File: src/rtl/hwregs_bus_arbiter_if.sv
// Register-bus channel: a requester drives a command, the responder returns ack and read data.
interface hwregs_bus_arbiter_if;
    logic        request;
    logic [15:0] addr;
    logic        write;
    logic [3:0]  byte_enable;
    logic [31:0] wdata;
    logic [31:0] rdata;
    logic        ack;

    modport master (
        output request, addr, write, byte_enable, wdata,
        input  rdata, ack
    );

    modport slave (
        input  request, addr, write, byte_enable, wdata,
        output rdata, ack
    );
endinterface

File: src/rtl/hwregs_bus_arbiter.sv
// Shares the hardware-register bus between m0 (CPU) and m1 (debug/DMA): one-deep slot per
// master, round-robin issue of one transaction at a time, watchdog-forced completion.
module hwregs_bus_arbiter #(
    parameter int unsigned TIMEOUT_CYCLES = 32
) (
    input  logic                 clock,
    input  logic                 reset,
    hwregs_bus_arbiter_if.slave  m0,
    hwregs_bus_arbiter_if.slave  m1,
    hwregs_bus_arbiter_if.master hw,
    output logic                 bus_timeout
);

    localparam logic [7:0] CNT_LAST = 8'(TIMEOUT_CYCLES - 1);

    typedef enum logic {
        ST_IDLE,
        ST_WAIT
    } state_e;

    typedef struct packed {
        logic [15:0] addr;
        logic        write;
        logic [3:0]  byte_enable;
        logic [31:0] wdata;
    } cmd_t;

    state_e      state_q, state_d;
    logic        grant_q, grant_d;
    logic        last_grant_q, last_grant_d;
    logic [7:0]  cnt_q, cnt_d;
    logic [1:0]  pend_q, pend_d;
    cmd_t        slot_q [2];
    cmd_t        slot_d [2];
    cmd_t        hw_cmd_q, hw_cmd_d;
    logic        hw_request_q, hw_request_d;
    logic [1:0]  ack_q, ack_d;
    logic [31:0] rdata_q [2];
    logic [31:0] rdata_d [2];
    logic        bus_timeout_q, bus_timeout_d;

    logic [1:0]  req_in;
    cmd_t        cmd_in [2];
    logic [1:0]  accept;
    logic        pick;

    assign req_in    = {m1.request, m0.request};
    assign cmd_in[0] = {m0.addr, m0.write, m0.byte_enable, m0.wdata};
    assign cmd_in[1] = {m1.addr, m1.write, m1.byte_enable, m1.wdata};

    always_comb begin
        // NOTE: every signal assigned here gets a default first, so no path can infer a latch.
        state_d       = state_q;
        grant_d       = grant_q;
        last_grant_d  = last_grant_q;
        cnt_d         = cnt_q;
        pend_d        = pend_q;
        slot_d        = slot_q;
        hw_cmd_d      = hw_cmd_q;
        hw_request_d  = 1'b0;
        ack_d         = '0;
        rdata_d       = '{default: '0};
        bus_timeout_d = 1'b0;
        accept        = '0;
        // With a single pending slot pend_q[1] names it; a tie goes to the master not served last.
        pick          = pend_q[1];

        case (state_q)
            ST_IDLE: begin
                if (|pend_q) begin
                    if (&pend_q) begin
                        pick = ~last_grant_q;
                    end
                    grant_d      = pick;
                    last_grant_d = pick;
                    hw_request_d = 1'b1;
                    hw_cmd_d     = slot_q[pick];
                    pend_d[pick] = 1'b0;
                    cnt_d        = '0;
                    state_d      = ST_WAIT;
                end
            end
            ST_WAIT: begin
                if (hw.ack) begin
                    ack_d[grant_q]   = 1'b1;
                    rdata_d[grant_q] = hw.rdata;
                    state_d          = ST_IDLE;
                end else if (cnt_q == CNT_LAST) begin
                    ack_d[grant_q]   = 1'b1;
                    rdata_d[grant_q] = 32'hFFFF_FFFF;
                    bus_timeout_d    = 1'b1;
                    state_d          = ST_IDLE;
                end else begin
                    cnt_d = cnt_q + 8'd1;
                end
            end
            default: state_d = ST_IDLE;
        endcase

        // A request into a full slot, or from the master that owns WAIT, is dropped.
        for (int i = 0; i < 2; i++) begin
            accept[i] = req_in[i] && !pend_q[i] && !(state_q == ST_WAIT && grant_q == 1'(i));
            if (accept[i]) begin
                pend_d[i] = 1'b1;
                slot_d[i] = cmd_in[i];
            end
        end
    end

    always_ff @(posedge clock or posedge reset) begin
        // NOTE: sequential state uses non-blocking assignments so all flops update together.
        if (reset) begin
            state_q       <= ST_IDLE;
            grant_q       <= 1'b0;
            last_grant_q  <= 1'b1;
            cnt_q         <= '0;
            pend_q        <= '0;
            hw_cmd_q      <= '0;
            hw_request_q  <= 1'b0;
            ack_q         <= '0;
            rdata_q       <= '{default: '0};
            bus_timeout_q <= 1'b0;
        end else begin
            state_q       <= state_d;
            grant_q       <= grant_d;
            last_grant_q  <= last_grant_d;
            cnt_q         <= cnt_d;
            pend_q        <= pend_d;
            hw_cmd_q      <= hw_cmd_d;
            hw_request_q  <= hw_request_d;
            ack_q         <= ack_d;
            rdata_q       <= rdata_d;
            bus_timeout_q <= bus_timeout_d;
        end
    end

    // NOTE: slot payload storage has no reset; pend_q alone says whether a slot holds anything.
    always_ff @(posedge clock) begin
        slot_q <= slot_d;
    end

    assign m0.ack         = ack_q[0];
    assign m0.rdata       = rdata_q[0];
    assign m1.ack         = ack_q[1];
    assign m1.rdata       = rdata_q[1];
    assign hw.request     = hw_request_q;
    assign hw.addr        = hw_cmd_q.addr;
    assign hw.write       = hw_cmd_q.write;
    assign hw.byte_enable = hw_cmd_q.byte_enable;
    assign hw.wdata       = hw_cmd_q.wdata;
    assign bus_timeout    = bus_timeout_q;

endmodule

File: src/flat_wrapper.sv
// flat-port wrapper written by rule: the top's interface ports become plain ports
module hwregs_bus_arbiter_flat 
#(
    parameter int unsigned TIMEOUT_CYCLES = 32
)
  (clock, reset, bus_timeout, m0_request, m0_addr, m0_write, m0_byte_enable, m0_wdata, m0_rdata, m0_ack, m1_request, m1_addr, m1_write, m1_byte_enable, m1_wdata, m1_rdata, m1_ack, hw_request, hw_addr, hw_write, hw_byte_enable, hw_wdata, hw_rdata, hw_ack);
  hwregs_bus_arbiter_if m0_i ();
  hwregs_bus_arbiter_if m1_i ();
  hwregs_bus_arbiter_if hw_i ();
  input  logic clock;
  input  logic reset;
  output logic bus_timeout;
  input wire logic [$bits(m0_i.request)-1:0] m0_request;
  input wire logic [$bits(m0_i.addr)-1:0] m0_addr;
  input wire logic [$bits(m0_i.write)-1:0] m0_write;
  input wire logic [$bits(m0_i.byte_enable)-1:0] m0_byte_enable;
  input wire logic [$bits(m0_i.wdata)-1:0] m0_wdata;
  output wire logic [$bits(m0_i.rdata)-1:0] m0_rdata;
  output wire logic [$bits(m0_i.ack)-1:0] m0_ack;
  input wire logic [$bits(m1_i.request)-1:0] m1_request;
  input wire logic [$bits(m1_i.addr)-1:0] m1_addr;
  input wire logic [$bits(m1_i.write)-1:0] m1_write;
  input wire logic [$bits(m1_i.byte_enable)-1:0] m1_byte_enable;
  input wire logic [$bits(m1_i.wdata)-1:0] m1_wdata;
  output wire logic [$bits(m1_i.rdata)-1:0] m1_rdata;
  output wire logic [$bits(m1_i.ack)-1:0] m1_ack;
  output wire logic [$bits(hw_i.request)-1:0] hw_request;
  output wire logic [$bits(hw_i.addr)-1:0] hw_addr;
  output wire logic [$bits(hw_i.write)-1:0] hw_write;
  output wire logic [$bits(hw_i.byte_enable)-1:0] hw_byte_enable;
  output wire logic [$bits(hw_i.wdata)-1:0] hw_wdata;
  input wire logic [$bits(hw_i.rdata)-1:0] hw_rdata;
  input wire logic [$bits(hw_i.ack)-1:0] hw_ack;
  assign m0_i.request = m0_request;
  assign m0_i.addr = m0_addr;
  assign m0_i.write = m0_write;
  assign m0_i.byte_enable = m0_byte_enable;
  assign m0_i.wdata = m0_wdata;
  assign m0_rdata = m0_i.rdata;
  assign m0_ack = m0_i.ack;
  assign m1_i.request = m1_request;
  assign m1_i.addr = m1_addr;
  assign m1_i.write = m1_write;
  assign m1_i.byte_enable = m1_byte_enable;
  assign m1_i.wdata = m1_wdata;
  assign m1_rdata = m1_i.rdata;
  assign m1_ack = m1_i.ack;
  assign hw_request = hw_i.request;
  assign hw_addr = hw_i.addr;
  assign hw_write = hw_i.write;
  assign hw_byte_enable = hw_i.byte_enable;
  assign hw_wdata = hw_i.wdata;
  assign hw_i.rdata = hw_rdata;
  assign hw_i.ack = hw_ack;
  hwregs_bus_arbiter #(.TIMEOUT_CYCLES(TIMEOUT_CYCLES)) u_core (.clock(clock), .reset(reset), .m0(m0_i), .m1(m1_i), .hw(hw_i), .bus_timeout(bus_timeout));
endmodule
File: config.mk
export PLATFORM = sky130hd
export DESIGN_NAME = hwregs_bus_arbiter_flat
export DESIGN_NICKNAME = d
export VERILOG_FILES = /design/src/rtl/hwregs_bus_arbiter_if.sv /design/src/rtl/hwregs_bus_arbiter.sv /design/src/flat_wrapper.sv
export SDC_FILE = /design/constraint.sdc
export NUM_CORES = 1
export LEC_CHECK = 0
export BUFFER_PORTS_ARGS = -buffer_cell sky130_fd_sc_hd__buf_4
export CAP_MARGIN = 20
export CORE_ASPECT_RATIO = 0.6
export CORE_MARGIN = 3
export CORE_UTILIZATION = 40
export CTS_BUF_LIST = sky130_fd_sc_hd__clkbuf_8
export CTS_CLUSTER_DIAMETER = 200
export DETAILED_ROUTE_END_ITERATION = 12
export MAX_ROUTING_LAYER = met4
export PLACE_DENSITY = 0.66
export SYNTH_ARGS = -nofsm -noshare
export SYNTH_HDL_FRONTEND = slang
export SYNTH_SLANG_ARGS = --single-unit
File: constraint.sdc
create_clock -name clock -period 5.52 [get_ports clock]
set_input_delay 0.828 -clock clock [delete_from_list [all_inputs] [get_ports clock]]
set_output_delay 0.828 -clock clock [all_outputs]
set_load 0.03 [all_outputs]
* Word level (Yosys, flattened, before mapping) *
Cells that the tools add are included.

word-level totals
  logic and storage cells = 100
  register bits after elaboration = 240
  bits of input ports = 143
  output and inout bits = 121

operators by class
  add/subtract/negate cells = 1
  magnitude comparators = 7
  eq/ne operators = 6
  reduce and logical (&&, ||, !) cells = 21
  bitwise operators = 8
  mux-type cells = 34

operators with widths
  cell                                                                   number
  64-bit 2-to-1 mux                                                      3
  53-bit 2-to-1 mux                                                      3
  64-bit AND                                                             1
  32-bit demux with 1-bit select                                         1
  32-bit 2-to-1 mux                                                      1
  8-bit 2-to-1 mux                                                       3
  8-bit case mux with 2 select lines                                     1
  1-bit 2-to-1 mux                                                       14
  2-bit 2-to-1 mux                                                       5
  1-bit logical AND                                                      9
  8-bit by 1-bit adder with 8-bit output, second input constant          1
  8-bit by 5-bit equality test with 1-bit output, second input constant  1
  2-bit != test, second input constant                                   4
  2-bit AND reduction                                                    4
  2-bit >= comparator, second input constant                             2
  1-bit zero test                                                        4
  1-bit by 2-bit < comparator with 1-bit output, second input constant   2
  1-bit NOT with 2-bit output                                            2
  2-bit nonzero test                                                     2
  1-bit NOT                                                              3
  3-bit AND reduction                                                    1
  2-bit AND                                                              1
  1-bit demux with 1-bit select                                          2
  1-bit >= comparator, second input constant                             2
  other kinds (5)                                                        5

* Logic depth before layout (Yosys ltp) *
Gate-level depths: netlist of run 1.

  depth after elaboration = 13
  mapped depth = 7
  depth with buffers taken out = 5

* Worst setup path after synthesis of run 1 *
OpenSTA, ideal clock, no wires.

  path kind = input to register
  start point = input port m1_request
  end point = register u_core.slot_q[0] (netlist name) (enable)
  path buffers = 0
  stages on the path = 1
  setup slack = 0.266 ns
  arrival = 4.712 ns
  library setup time = 0.542 ns
  required time = 4.978 ns
  cell sequence = nor3b_1

between the ends
  word-level cells in the longest chain between the ends = 2

ends and longest elaborated chain
  what                             line                       text
  start: declaration               flat_wrapper.sv:20         input wire logic [$bits(m1_i.request)-1:0] m1_request;
  1-bit logical AND (2 in series)  hwregs_bus_arbiter.sv:102  accept[i] = req_in[i] && !pend_q[i] && !(state_q == ST_WAIT && grant_q == 1'(i));
  end signal: assignment           hwregs_bus_arbiter.sv:139  slot_q <= slot_d;
  end: declaration                 hwregs_bus_arbiter.sv:33   cmd_t slot_q [2];

No other way between the ends.
A chain may end at the register's enable or synchronous reset.

* Worst setup path in the final report of run 1 *
  start point = register u_core.state_q
  end point = register u_core.slot_q[87] (netlist name) (enable)

between the ends
  word-level cells in the longest chain between the ends = 3

ends and longest elaborated chain
  what                      line                       text
  start: declaration        hwregs_bus_arbiter.sv:28   state_e state_q, state_d;
  start signal: assignment  hwregs_bus_arbiter.sv:124  state_q <= state_d;
  1-bit logical AND         hwregs_bus_arbiter.sv:102
  1-bit zero test           hwregs_bus_arbiter.sv:102
  1-bit logical AND         hwregs_bus_arbiter.sv:102
  via u_core.accept[0]      hwregs_bus_arbiter.sv:44   logic [1:0] accept;

The timed path passes the listed nets, and every way through them passes these cells.

==> metrics.cfg, run 1 <==
[clocking]
cts_sinks = 240
cts-root-buf = clkbuf_8
cts_buffers = 37
max-clock-path-buffers = 3
cts-htree-levels = 2
clk_pin_slew_ns = 0.06
clk_latency_ns = 0.52
post_cts_buffers = 0
cts-resized-gates = 0
cts_tree = built
ctsHoldBuffers = 0

[floorplan]
die_h_um = 121
start_util_pct = 41.2
die_x_um = 197
die_area_mm2 = 0.0238
core-area_mm2 = 0.0212
fp-row-count = 41
io_pins = 264

[placed_design]
gp_routability_congestion = 0.801
io_buffers = 263
dp_hpwl_mm = 14.6
dpl_worst_slack_ns = 2.74

[run]
maxCapViolCount = 0

[critical_path]
startpoint_type = flop
cp_slowest_cell = nor3b_2
worstPathCellList = inv_2 -> nor2_2 -> buf_4 -> nor3b_2 -> buf_4
worstSetupPathType = reg2reg
path_buf_inv = 3
r2r_cells = 5
required_ns = 5.66
crit_top_cell = buf_4
critical_path_cell_count = 5
endpoint_kind = flop
crit_arrival_ns = 2.87
worst-path-max-fanout = 45
critical_path.top_delay_family = buffers and inverters
reg2reg_slack_ns = 2.78
cp_slowest_stage_delay_ns = 0.66

[synth]
synth.largest_area_cell = dfrtp_1
syn_area_mm2 = 0.00875
syn_avg_cell_area_um2 = 12.7
synth_fp_nets = 831
yosysMostFrequentCell = dfrtp_1
synth_area_leaders = dfrtp_1 (38%), edfxtp_1 (36%), nand2_1 (4.8%)
synthCells = 687
synth_flop_cell = dfrtp_1
synth_common_cells = dfrtp_1 (133), nand2_1 (113), edfxtp_1 (106)
synth.ff_latch_count = 240
async_flop_share_pct = 55.8
synth_top_area_share_pct = 38.0
synth-edff-count = 106
yosys.cell_types.count = 36
synth_warnings = 0
yosysSeqAreaShare_pct = 74.7

[route]
routed_wirelength_mm = 22.3
ant_nets = 0
drc_errors = 0
drtPass1Iterations = 4
routed_via_density = 4.78
wl_per_cell_um = 17.7
vias = 6027
drt_iter0_drc = 360

[global_route]
grt_start_max_net_pins = 96
grt_usage_pct = 19.0
first_global_vias = 6042
gr-total-overflow = 0
antenna_found_initial = 0
grt_pass1_wl_mm = 33.9

[final_layout]
nets = 1099
drive_gt1_share_pct = 36.7
n_fill_cell = 1834
areaGrowthSynthToFinish_pct = 32.3
antenna_cells = 0
final_core_util_pct = 54.5

[pwr]
power_leakage_nw = 5.14
power.density_mw_per_mm2 = 580
peakVddDrop_mv = 0.333

[timing]
drv_slew = 0
fin_crit_ns = 2.74
max_slew.worst_pin.slew_ns = 1.06
clock_skew_ns = 0.0184
fin_crit_sh_pct = 49.6
clock.fmax_mhz = 365
postLayoutSetupSlackWorst_ns = 2.78
tns_ns = 0
setup_violations = 0
maxSlewHeadroom_pct = 29.0
hold_viol = 0
rsz0062_at_grt = false

[hold_path]
hold_class = in2async

[outcome]
status = finished, final reports clean

[logic make-up after synthesis]
logic type / synth area share, %
AND/OR/NAND/NOR: 12.4
flip-flops: 74.7
AO/OA/AOI/OAI: 9.16
buffers and inverters: 3.32
multiplexers: 0.243
XOR/XNOR: 0.100
adder cells (fa/ha/maj): 0.143
[placed cells by master (no fill, tap or decap), drive strengths merged]
cell / count
and2: 2
nor3b: 2
nor4: 1
clkinvlp: 1
dfstp: 1
buf: 272
a21oi: 69
nand3b: 1
xnor2: 1
mux2: 1
o311ai: 1
and3: 1
nand2b: 4
mux2i: 1
edfxtp: 106
nor2: 123
inv: 19
nand2: 114
o22ai: 1
a31oi: 56
clkinv: 9
o21ai: 9
nor3: 4
ha: 1
nand3: 4
and4: 1
o41ai: 1
dfrtp: 133
nor2b: 1
clkbuf: 42
[final timing paths]
path	startpoint	end
setup / recovery	u_core.state_q	u_core.slot_q[87]
hold / removal	reset	u_core.bus_timeout
setup reg to reg	u_core.state_q	u_core.slot_q[87]
hold reg to reg	u_core.slot_q[48]	u_core.hw.addr[11]
max in group asynchronous	reset	u_core.hw.addr[1]
min in group clock	m1_wdata[1]	u_core.slot_q[1]
[sequential cells by signal (all words and copies together), names as in the netlist, 2 cells and up]
| register | count |
|---|---|
| u_core.hw.byte_enable | 4 |
| u_core.pend_q | 2 |
| u_core.hw.wdata | 32 |
| u_core.cnt_q | 8 |
| u_core.hw.addr | 16 |
| u_core.m0.rdata | 32 |
| u_core.ack_q | 2 |
| u_core.m1.rdata | 32 |
| u_core.slot_q | 106 |
[final cells by class]
type	instances	area (µm²)	share of cell area, %
Sequential cell	240	6540	56.5
Timing Repair Buffer	272	2040	17.6
Multi-Input combinational cell	399	1950	16.8
Clock buffer	42	578	4.99
Tap cell	279	349	3.01
Clock inverter	24	101	0.875
Inverter	5	25.0	0.216
[through the flow]
step | std cells | total power, mW | hold slack, ns | area, µm²
detailed placement | 1195 | 5.42 | 0.513 | 10900
CTS | 1261 | 6.80 | 0.444 | 11600
finish | 1261 | 6.71 | 0.476 | 11600
floorplan | 687 | 4.47 | 0.471 | 8750
global route | 1261 | 7.15 | 0.446 | 11600
global placement | 1195 | 5.38 | 0.507 | 10900
[report_power, final]
group | switching (mW) | internal, mW | leakage, nW
Sequential | 0.253 | 2.44 | 2.64
Combinational | 1.79 | 0.864 | 2.08
Clock | 0.665 | 0.697 | 0.409
Total | 2.71 | 4.00 | 5.14
[routing by layer]
metal	global-route usage [%]	part of all wire [%]	up-vias
li1	-	-	2910
met1	28.6	49	2876
met2	25.2	41	213
met3	6.29	8.7	28
met4	3.91	1.2	0
met5	-	0	-
Note: power is estimated with default switching activity, not from simulation.
==> run 2: changes to the inputs <==
--- a/config.mk
+++ b/config.mk
@@ -5,6 +5,7 @@
 export SDC_FILE = /design/constraint.sdc
 export NUM_CORES = 1
 export LEC_CHECK = 0
+export ABC_AREA = 1
 export BUFFER_PORTS_ARGS = -buffer_cell sky130_fd_sc_hd__buf_4
 export CAP_MARGIN = 20
 export CORE_ASPECT_RATIO = 0.6
==> constraint.sdc (replaced) <==
create_clock -name clock -period 2.45 [get_ports clock]
set_input_delay 0.3675 -clock clock [delete_from_list [all_inputs] [get_ports clock]]
set_output_delay 0.3675 -clock clock [all_outputs]
set_load 0.03 [all_outputs]
==> metrics.cfg, run 2 <==
[floorplan]
die_h_um = 122
start_util_pct = 41.7
io_pins = 264
die_x_um = 199
core-area_mm2 = 0.0215
fp-row-count = 41
die_area_mm2 = 0.0243

[clocking]
ctsHoldBuffers = 107
cts_sinks = 240
max-clock-path-buffers = 3
cts_tree = built
clk_pin_slew_ns = 0.06
post_cts_buffers = 0
cts_buffers = 36
cts-htree-levels = 2
cts-resized-gates = 0
clk_latency_ns = 0.53
cts-root-buf = clkbuf_8

[timing]
clock_skew_ns = 0.0138
setup_violations = 0
tns_ns = 0
clock.fmax_mhz = 552
rsz0062_at_grt = false
max_slew.worst_pin.slew_ns = 0.772
hold_viol = 0
maxSlewHeadroom_pct = 48.4
drv_slew = 0
fin_crit_sh_pct = 73.9
fin_crit_ns = 1.81

[global_route]
antenna_found_initial = 0
gr-total-overflow = 0
first_global_vias = 7010
grt_usage_pct = 20.4
grt_start_max_net_pins = 65
grt_pass1_wl_mm = 37.3

[synth]
synthCells = 713
yosysSeqAreaShare_pct = 72.8
synth.ff_latch_count = 240
synth-edff-count = 106
synth_warnings = 0
synth_fp_nets = 857
async_flop_share_pct = 55.8
syn_area_mm2 = 0.00898
yosys.cell_types.count = 25
synth_flop_cell = dfrtp_1
syn_avg_cell_area_um2 = 12.6
synth_top_area_share_pct = 37.1
yosysMostFrequentCell = nand2_1
synth_area_leaders = dfrtp_1 (37%), edfxtp_1 (35%), nand2_1 (5.9%)
synth.largest_area_cell = dfrtp_1
synth_common_cells = nand2_1 (142), dfrtp_1 (133), edfxtp_1 (106)

[hold_path]
hold-path-cell-count = 3
hold_start = hw_rdata[1]
hold_end = u_core.m1.rdata[1]
hold_class = in2reg

[run]
maxCapViolCount = 0

[pwr]
power.density_mw_per_mm2 = 1190
finalPower_mw = 15.5
peakVddDrop_mv = 0.739
power_leakage_nw = 5.73

[route]
ant_nets = 0
drtPass1Iterations = 4
routed_via_density = 4.80
routed_wirelength_mm = 24.2
drt_iter0_drc = 355
vias = 6724
wl_per_cell_um = 17.3
drc_errors = 0

[outcome]
status = finished, final reports clean

[placed_design]
dp_hpwl_mm = 14.9
gp_routability_congestion = 0.781
io_buffers = 263
place_inst = 1231

[final_layout]
final_cell_mix = buf_4 (271), nand2_1 (142), dfrtp_1 (133)
nets = 1241
regMostFlops = u_core.slot_q
antenna_cells = 0
areaGrowthSynthToFinish_pct = 45.3
largest_reg_flops = 106
final_cell_count_no_fill = 1402
layout_commonest_cell = buf_4
drive_gt1_share_pct = 36.2

[critical_path]
required_ns = 2.82
worst-path-max-fanout = 19
startpoint_type = flop
r2r-start = u_core.cnt_q[0]
r2r_cells = 8
endpoint_kind = flop
worstSetupPathType = reg2reg
crit_arrival_ns = 2.18
reg2reg_to = u_core.m1.rdata[22]
reg2reg_slack_ns = 0.64

-- run 2: changes by cell type after synthesis, sizes merged, moves of 2 or more --
cell and change:
inv +13, nand2b -4, nand3 +8, nor2 -57, nor3b -2, buf -3, a31oi -56, and2 -2
o21ai +106, nand2 +33
-- run 2: worst max-delay path: stages (launching register included) --
cell and delay [ns]:
dfrtp_1 0.42, ha_1 0.24, nand2_2 0.11, nor2_4 0.06, nand2_4 0.11, nand2_4 0.07, o21ai_4 0.29, buf_4 0.30
a21oi_2 0.05
-- run 2: worst max path at each step --
stage | cells past startpoint | from | to
after global placement | 8 | u_core.cnt_q[0] | u_core.m1.rdata[10]
after floorplan | 4 | u_core.grant_q | u_core.slot_q[100]
after detailed placement | 8 | u_core.cnt_q[0] | u_core.m1.rdata[2]
after CTS | 8 | u_core.cnt_q[0] | u_core.m1.rdata[22]
final | 8 | u_core.cnt_q[0] | u_core.m1.rdata[22]
after global routing | 6 | u_core.state_q | u_core.cnt_q[2]
-- run 2: cells by family (layout without fill, tap and decap cells) --
family / count (synthesis) / in the layout / synth area share (%)
AOI/OAI and AO/OA: 186 / 186 / 13.4
buffers and inverters: 58 / 468 / 3.43
DFF: 240 / 240 / 72.8
and+or+nand+nor: 228 / 228 / 10.2
adders and majority gates: 1 / 1 / 0.139
-- run 2: area by class of cell --
cell class | instances | area (µm²)
Tap cell | 279 | 349
Multi-Input combinational cell | 415 | 2150
Sequential cell | 240 | 6540
Timing Repair Buffer | 386 | 3270
Fill cell | 1709 | 8500
Clock inverter | 21 | 86.3
Inverter | 18 | 71.3
Clock buffer | 43 | 592
-- run 2: layer usage --
layer,part of all wire [%],global-route usage [%]
met2,46,30.8
met4,1.5,5.49
met3,7.3,4.95
met1,46,27.8
met5,0,-
-- run 2: through the flow --
step,instance area [µm²],utilization (%),hold slack [ns],setup slack (ns)
global route,13000,60.6,0.0726,0.433
CTS,13000,60.6,0.0590,0.628
finish,13000,60.6,0.117,0.639
detailed placement,11300,52.4,0.445,0.644
floorplan,9000,-,0.466,0.0729
global placement,11300,52.4,0.448,0.676
-- run 2: where the power goes --
| group | total [mW] | internal [mW] | leakage [nW] | switching (mW) |
|---|---|---|---|---|
| logic | 6.36 | 2.10 | 2.62 | 4.26 |
| clock network | 3.08 | 1.59 | 0.406 | 1.49 |
| registers | 6.04 | 5.49 | 2.70 | 0.553 |
| total | 15.5 | 9.18 | 5.73 | 6.31 |
